<file path="src/rtl/serial_adder.sv">
// serial_adder: bit-serial WIDTH-bit adder built on one full-adder slice.
// Operands are loaded on an input handshake. They are added LSB-first, one
// bit per clock, through a registered carry. The WIDTH-bit sum and the
// carry-out are then held until the output handshake completes.
module serial_adder #(
  parameter int WIDTH = 8
) (
  input  logic             clk,
  input  logic             rst,
  input  logic             in_valid,
  output logic             in_ready,
  input  logic [WIDTH-1:0] a_in,
  input  logic [WIDTH-1:0] b_in,
  input  logic             carry_in,
  output logic             out_valid,
  input  logic             out_ready,
  output logic [WIDTH-1:0] sum_out,
  output logic             carry_out
);

  localparam int CNT_W = $clog2(WIDTH);
  localparam logic [CNT_W-1:0] LAST_BIT = CNT_W'(WIDTH - 1);

  localparam logic [1:0] IDLE = 2'd0;
  localparam logic [1:0] RUN  = 2'd1;
  localparam logic [1:0] DONE = 2'd2;

  logic [1:0]       state;
  logic [WIDTH-1:0] a_sh;
  logic [WIDTH-1:0] b_sh;
  logic [WIDTH-1:0] sum_sh;
  logic             carry;
  logic [CNT_W-1:0] cnt;
  logic             bit_s;
  logic             bit_c;

  function automatic logic fa_sum(input logic a, input logic b, input logic c);
    return a ^ b ^ c;
  endfunction

  function automatic logic fa_carry(input logic a, input logic b, input logic c);
    return (a & b) | ((a ^ b) & c);
  endfunction

  assign bit_s = fa_sum(a_sh[0], b_sh[0], carry);
  assign bit_c = fa_carry(a_sh[0], b_sh[0], carry);

  // Reset gates in_ready directly, so no operand is accepted while rst is high.
  assign in_ready  = (state == IDLE) && !rst;
  assign out_valid = (state == DONE);
  assign sum_out   = sum_sh;
  assign carry_out = carry;

  // Sequence the operation: load operands, shift one bit per cycle, then hold the result.
  always_ff @(posedge clk) begin
    if (rst) begin
      state  <= IDLE;
      a_sh   <= '0;
      b_sh   <= '0;
      sum_sh <= '0;
      carry  <= 1'b0;
      cnt    <= '0;
    end else begin
      case (state)
        IDLE: begin
          if (in_valid) begin
            a_sh  <= a_in;
            b_sh  <= b_in;
            carry <= carry_in;
            cnt   <= '0;
            state <= RUN;
          end
        end
        RUN: begin
          a_sh   <= a_sh >> 1;
          b_sh   <= b_sh >> 1;
          // Each new sum bit enters at the MSB. After WIDTH shifts, the first bit has reached bit 0.
          sum_sh <= {bit_s, sum_sh[WIDTH-1:1]};
          carry  <= bit_c;
          cnt    <= cnt + CNT_W'(1);
          if (cnt == LAST_BIT) begin
            state <= DONE;
          end
        end
        DONE: begin
          if (out_ready) begin
            state <= IDLE;
          end
        end
        default: state <= IDLE;
      endcase
    end
  end

endmodule

</file>
<file path="config.mk">
export PLATFORM = sky130hd
export DESIGN_NAME = serial_adder
export DESIGN_NICKNAME = d
export VERILOG_FILES = /design/src/rtl/serial_adder.sv
export SDC_FILE = /design/constraint.sdc
export NUM_CORES = 1
export LEC_CHECK = 0
export ABC_CLOCK_PERIOD_IN_PS = 3000
export CORE_ASPECT_RATIO = 1.5
export CORE_MARGIN = 2
export CORE_UTILIZATION = 40
export CTS_CLUSTER_SIZE = 28
export DETAILED_ROUTE_END_ITERATION = 6
export PLACE_DENSITY = 0.67
export SYNTH_ARGS = -nofsm -noshare
export SYNTH_HDL_FRONTEND = slang
export SYNTH_SLANG_ARGS = --single-unit
</file>
<file path="constraint.sdc">
create_clock -name clk -period 3 [get_ports clk]
set_clock_uncertainty 0.05 [all_clocks]
set_input_delay 0.9 -clock clk [delete_from_list [all_inputs] [get_ports clk]]
set_output_delay 0.9 -clock clk [all_outputs]
set_load 0.03 [all_outputs]
</file>
==> results of run 1 <==
-- routing by layer --
layer	vias up	global-route usage (%)
li1	570	-
met1	519	16.3
met2	32	31.0
met3	6	5.76
met4	0	8.33
met5	-	0
-- power groups by stage --
| stage | registers (W) | logic [W] | clock network [W] |
|---|---|---|---|
| 2_1_floorplan | 0.000448 | 0.0000710 | 0 |
| 4_1_cts | 0.000439 | 0.000116 | 0.000422 |
| 5_1_grt | 0.000441 | 0.000129 | 0.000444 |
| 6_report | 0.000439 | 0.000114 | 0.000414 |
| 3_5_place_dp | 0.000447 | 0.000115 | 0 |
| 3_3_place_gp | 0.000446 | 0.000113 | 0 |
-- layout make-up --
cell class	count	area, um^2
tap	39	48.8
sequential	30	601
multi-input combinational	112	571
clock buffer	6	82.6
fill	296	1290
clock inverter	1	30.0
inverter	2	7.51
timing repair buffer	32	315
-- worst reg2reg max path: stages, from the launching register on --
cell and delay (ns):
dfxtp_1 0.53, nor2b_1 0.69, nand2_1 0.13, a21oi_1 0.18
-- logic make-up (layout without fill, tap and decap cells) --
family	after synthesis	count (layout)	share of synthesized area, %
compound gates	17	17	8.02
fa+ha+maj	3	3	3.61
buf+inv	13	41	6.12
simple gates	90	90	32.5
flops	30	30	48.1
mux	2	2	1.60
-- registers in the layout (all words and copies together), names as in the netlist --
| signal | count |
|---|---|
| a_sh | 8 |
| sum_out | 8 |
| cnt | 3 |
| carry_out | 1 |
| state | 2 |
| b_sh | 8 |
-- cell usage after synthesis (3+ instances only) --
library cell,n,area share [%]
nand2_1,16,4.8
a22oi_1,3,1.8
clkbuf_1,3,0.90
dfxtp_1,30,48
a21oi_1,10,4.0
nor2b_1,3,1.5
buf_2,3,1.2
nor4_1,15,7.5
nor2_1,49,15
-- worst min-delay path by stage --
stage | startpoint | end | depth (start not counted)
floorplan | a_sh[7]$_SDFFE_PP0P_ | a_sh[7]$_SDFFE_PP0P_ | 2
global placement | sum_out[0]$_SDFFE_PP0N_ | sum_out[0]$_SDFFE_PP0N_ | 2
detailed placement | sum_out[0]$_SDFFE_PP0N_ | sum_out[0]$_SDFFE_PP0N_ | 2
CTS | sum_out[0]$_SDFFE_PP0N_ | sum_out[0]$_SDFFE_PP0N_ | 2
global route | sum_out[0]$_SDFFE_PP0N_ | sum_out[0]$_SDFFE_PP0N_ | 2
finish | sum_out[0]$_SDFFE_PP0N_ | sum_out[0]$_SDFFE_PP0N_ | 2
-- metrics by stage --
stage	hold WS, ns	worst slack [ns]	utilization, %	std cells
2_1_floorplan	0.404	0.304	-	155
3_3_place_gp	0.395	0.351	52.4	215
3_5_place_dp	0.403	0.322	52.4	215
4_1_cts	0.412	0.319	56.3	222
5_1_grt	0.432	0.212	56.3	222
6_report	0.406	0.308	56.3	222
==> results.json, run 1 <==
{
  "hpwl_mm": 1.78,
  "worstSetupEndpointType": "primary output",
  "yosysUniqueCellTypes": 24,
  "top_layer": "met4",
  "cts_hold_buf": 0,
  "drv_cap": 0,
  "drive_gt1_share_pct": 6.56,
  "drt-initial-drc-count": 43,
  "fin_crit_sh_pct": 89.7,
  "ys_seq_area_share_pct": 48.1,
  "arrival_ns": 1.74,
  "startpoint": "rst",
  "grt_max_degree": 31,
  "ys.flop_type": "dfxtp_1",
  "numPortBuffers": 31,
  "cp_max_fo": 2,
  "layout_commonest_cell": "nor2_1",
  "critPathMaxStageDelay_ns": 0.43,
  "hold_viol": 0,
  "dr_wl_met3_um": 157,
  "cellInternalPower_w": 0.000743,
  "first_pass_iters": 4,
  "placedInstanceArea_mm2": 0.00154,
  "clock_power_share_pct": 42.8,
  "grt_pass1_wl_mm": 4.54,
  "yosys_register_bits": 30,
  "r2r_cells": 3,
  "vias_per_cell": 5.08,
  "grt_use_total_pct": 16.8,
  "grt_pass1_vias": 1101,
  "routed_wl_mm": 2.63,
  "final_cell_mix": "nor2_1, dfxtp_1, clkdlybuf4s50_1",
  "worst_pin_slew_ns": 0.775,
  "power_leakage_nw": 0.654,
  "p_per_area_mw_per_mm2": 584,
  "comb_power_share_pct": 11.8,
  "fmax_ghz": 0.371,
  "start_kind": "input pin",
  "cp_num_buf_inv": 2,
  "ctsResizeCount": 0,
  "diodes": 0,
  "sw_frac_of_total_pct": 23.1,
  "synth.avg_cell_area_um2": 8.05,
  "async_flop_share_pct": 0,
  "slew_headroom_pct": 48.2,
  "cts_sinks": 30,
  "ios": 32,
  "drt-met1-wl_mm": 1.05,
  "area_growth_pct": 32.7,
  "nets": 207,
  "clock_path_buffers": 2,
  "cts_tree": "yes",
  "vias": 1127,
  "period_minus_slack_ns": 2.69,
  "switchingPower_w": 0.000223,
  "die_h_um": 72.4,
  "wl_met2_mm": 1.37,
  "wl_per_cell_um": 11.9,
  "setup_viol": 0,
  "required_ns": 2.05,
  "r2r-end": "sum_out[3]$_SDFFE_PP0N_",
  "synth_area_mm2": 0.00125,
  "dieArea_mm2": 0.00359,
  "p_seq_share_pct": 45.4,
  "grt.overflow.total": 0,
  "insertion_delay_ns": 0.28,
  "synth_edf_count": 0,
  "hold_path_class": "reg2reg",
  "regToRegStartpoint": "state[0]$_SDFFE_PP0P_",
  "critPathTopFamily": "buffers and inverters",
  "status": "complete, no violations",
  "crit_type": "in2out",
  "cts_setup_buffers": 0,
  "antenna_found_initial": 0,
  "critPathCapture": "in_ready",
  "worstSetupPathDepth": 3,
  "coreArea_mm2": 0.00294,
  "h-tree-depth": 2,
  "syn_nets": 179,
  "path_cells": "clkdlybuf4s50_1 > nor3_1 > buf_4",
  "route.detailed.drc": 0,
  "syn_inst": 155,
  "cts.clk_slew.worst_paths_ns": 0.06,
  "fin_area_mm2": 0.00166,
  "cp_slowest_cell": "clkdlybuf4s50_1",
  "gp_congestion": 0.711,
  "die_w_um": 49.6,
  "r2r_setup_slack_ns": 1.35,
  "rows": 24,
  "power_w": 0.000966,
  "rsz0062_at_grt": "no",
  "cts_root_buf": "clkbuf_8",
  "finalMaxSlewViolations": 0,
  "cts_made_buffers": 5,
  "peakVddDrop_v": 0.000406,
  "initial_core_util_pct": 42.4,
  "ant_nets": 0,
  "fin_tns_setup_ns": 0,
  "yosysWarnings": 0
}
Power figures use the tool's default switching activity.
==> run 2: changes to the inputs <==
--- a/config.mk
+++ b/config.mk
@@ -12,6 +12,7 @@
 export CTS_CLUSTER_SIZE = 28
 export DETAILED_ROUTE_END_ITERATION = 6
 export PLACE_DENSITY = 0.67
+export SLEW_MARGIN = 0
 export SYNTH_ARGS = -nofsm -noshare
 export SYNTH_HDL_FRONTEND = slang
 export SYNTH_SLANG_ARGS = --single-unit
==> results of run 2 <==
Final layout, timing and power as in run 1 (identical DEF).
==> run 3: changes to the inputs <==
--- a/config.mk
+++ b/config.mk
@@ -6,13 +6,15 @@
 export NUM_CORES = 1
 export LEC_CHECK = 0
 export ABC_CLOCK_PERIOD_IN_PS = 3000
+export CAP_MARGIN = 15
 export CORE_ASPECT_RATIO = 1.5
 export CORE_MARGIN = 2
 export CORE_UTILIZATION = 40
+export CTS_CLUSTER_DIAMETER = 40
 export CTS_CLUSTER_SIZE = 28
 export DETAILED_ROUTE_END_ITERATION = 6
 export PLACE_DENSITY = 0.67
-export SLEW_MARGIN = 0
+export SLEW_MARGIN = 5
 export SYNTH_ARGS = -nofsm -noshare
 export SYNTH_HDL_FRONTEND = slang
 export SYNTH_SLANG_ARGS = --single-unit
==> results of run 3 <==
Final layout, timing and power as in run 1 (identical DEF).
==> patch 1 (config.mk and constraints of run 1) <==
Change the parameter `WIDTH` from 8 to 4.
--- a/src/rtl/serial_adder.sv
+++ b/src/rtl/serial_adder.sv
@@ -3,7 +3,7 @@
 // bit per clock, through a registered carry. The WIDTH-bit sum and the
 // carry-out are then held until the output handshake completes.
 module serial_adder #(
-  parameter int WIDTH = 8
+  parameter int WIDTH = 4
 ) (
   input  logic             clk,
   input  logic             rst,
Ports: changed (resized a_in, b_in and sum_out); port bits go from 32 to 20. The function was not compared with the original's and may differ.
==> patch 1 against run 1 <==
- total power decreased by 52%
- sequential power is 42% lower
- area after synthesis is 38% lower
- cell area fell by 41%
- worst setup slack got worse by 0.013 ns
- via count down 41%
- largest power group unchanged
- global-route usage fell by 1.7 points
- die area shrank 35%
- routed wire length fell by 42%
- sequential cell count shrank 13
==> patch 1: results (changes against run 1) <==
H-tree depth 1 (-1); status finished clean; post-synthesis sequential area ratio 43.73% (-4.4 points); routed wl met2 752 um (-45%); GRT Total Usage 15.12% (-1.7 points); post-synthesis adder-cell area fraction 4.180% (+0.57 points); placed cell area 950.9 um^2 (-38%); number of global-route vias before repair 611 (-45%); Post-DP HPWL 1.134 mm (-36%); actual slew at the worst max-slew pin 0.3791 ns (-0.3956 ns); clock group power 0.000121 W (-71%); number of buffer cells added on primary ports 19 (-39%); critical-path maximum fanout 12 (+10); met3 GRT Util 2.299% (-3.5 points); Worst Path Arrival 1.76 ns (+0.02 ns); DR vias 670 (-41%); gpl congestion 0.7402 (+4.2%); grt met2 use 23.50% (-7.5 points); DR pass1 iterations 3 (-1); FILL cells 173 (-42%); initial DRC count 18 (-58%); largest stage delay on the critical path 0.69 ns (+0.26 ns); DP Cell Count 123 (-43%); leakage 0.3738 nW (-43%); largest net degree at the start of global routing 18 (-42%); first-pass GRT wire length 2.449 mm (-46%); root buffer cell clkbuf_4
patch 1: cell types whose count changed after synthesis, moves of 3 or more:
cell      before  now
a211oi_1       0    3
dfxtp_1       30   17
inv_1          2    7
nand2_1       16    8
nor2_1        49   11
nor4_1        15    0
o221a_2        0    4
o22ai_1        0    5
patch 1: worst paths after layout:
kind	from	end	slack, ns	depth (start not counted)
worst max-delay path	state[1]$_SDFFE_PP0P_	out_valid	0.29	2
worst min register to register	sum_out[0]$_SDFFE_PP0N_	sum_out[0]$_SDFFE_PP0N_	0.41	2
worst min-delay path	sum_out[0]$_SDFFE_PP0N_	sum_out[0]$_SDFFE_PP0N_	0.41	2
worst max register to register	state[1]$_SDFFE_PP0P_	b_sh[2]$_SDFFE_PP0P_	1.58	3
patch 1: layout make-up:
type	instances	area (um^2)	area share, %
clock buffer	3	22.52	2.302
inverter	7	26.28	2.685
tap	21	26.28	2.685
timing repair buffer	20	195.2	19.95
sequential	17	340.3	34.78
multi-input combinational	58	362.8	37.08
clock inverter	1	5.005	0.5115
==> patch 2 (flow settings as in run 1) <==
Made on the original files. Reset style: asynchronous (`rst`), changed in one clocked block.
--- a/src/rtl/serial_adder.sv
+++ b/src/rtl/serial_adder.sv
@@ -52,7 +52,7 @@
   assign carry_out = carry;
 
   // Sequence the operation: load operands, shift one bit per cycle, then hold the result.
-  always_ff @(posedge clk) begin
+  always_ff @(posedge clk or posedge rst) begin
     if (rst) begin
       state  <= IDLE;
       a_sh   <= '0;
Check against the original RTL: differs if rst is asserted again (counterexample within 4 cycles, from zero or initial values and one cycle with rst high); with rst held inactive, the same outputs for 10 cycles.
==> patch 2 against run 1 <==
- via count down 4.0%
- cell area up 16%
- sequential cell count unchanged
- worst setup slack better by 0.090 ns
- synthesized cell count down 21%
- routed wire length up 10%
- utilization down 2.4 points
- highest routed layer unchanged
- area after synthesis up 18%
Power is not compared: it rests on default switching activity, and its combinational part moved more than twofold at a synthesized area within 25%.
==> patch 2: results (changes against run 1) <==
top-area cell type share of the netlist area 51.11% (+3.0 points); GRT Total Usage 16.32% (-0.46 points); placed cell area 1785 um^2 (+16%); DR vias 1082 (-4.0%); grt met2 use 26.17% (-4.8 points); DP Worst Slack 0.4088 ns (+0.08687 ns); WHS Endpoint cnt[0]$_DFFE_PP0P_; Hold Path Stages 1 (-1); Layout Cells excl Fill 199 (-10%); share of layout cells above drive strength 1 15.38% (+8.8 points); R2R Setup Slk 1.32 ns (-0.03 ns); syn_nets 147 (-18%); post-synthesis sequential area ratio 51.11% (+3.0 points); Reg-to-Reg End sum_out[6]$_DFFE_PP0N_; Fmax 0.3844 GHz (+3.5%); first-pass GRT wire length 4.885 mm (+7.6%); met3 GRT Util 5.133% (-0.63 points); initial DRC count 34 (-21%); most frequent cells after synthesis 30 x dfrtp_1, 16 x inv_1, 10 x nor4b_1, 8 x mux2_2; Synth area leaders dfrtp_1 51%, mux2_2 6.1%, nor4b_1 6.0%; actual slew at the worst max-slew pin 0.4599 ns (-0.3148 ns); met1 GRT Util 19.21% (+2.9 points); critical-path maximum fanout 2 (unchanged); PnR Total Power 0.002104 W; P_seq 0.000705 W; Worst Hold Launch cnt[0]$_DFFE_PP0P_; gpl congestion 0.7053 (-0.75%); DP Cell Count 191 (-11%); root buffer cell clkbuf_8; Worst Path Arrival 1.65 ns (-0.09 ns); status finished clean; reg2reg start state[1]$_DFFE_PP0P_; most frequent cell after synthesis dfrtp_1; wire length per cell 14.57 um (+23%); Post-synth ARST share 100.0% (+100 points)
[patch 2: changes by cell type after synthesis, moves of 4 or more]
cell / change
a21oi_1: -9
nand2_1: -16
nor2_1: -45
dfrtp_1: +30
a211oi_1: +7
dfxtp_1: -30
nor3b_1: +7
a222oi_1: +4
nor4_1: -15
mux2_2: +8
nor4b_1: +10
inv_1: +14
[patch 2: metal layers]
layer | routed length [um] | vias up
met5 | 0 | -
met4 | 63 | 0
met3 | 153 | 7
met2 | 1565 | 26
met1 | 1117 | 541
li1 | - | 508
[patch 2: area by class of cell]
type | instances | area, um^2
clock buffer | 6 | 82.58
multi-input combinational | 67 | 583.1
inverter | 16 | 60.06
timing repair buffer | 35 | 337.8
tap | 43 | 53.80
fill | 340 | 1653
clock inverter | 2 | 60.06
sequential | 30 | 750.7
[patch 2: cell families after synthesis]
group	share of synthesized area (%)
flops	51.11
fa+ha+maj	3.066
buf+inv	9.199
simple gates	15.50
compound gates	14.31
mux	6.815
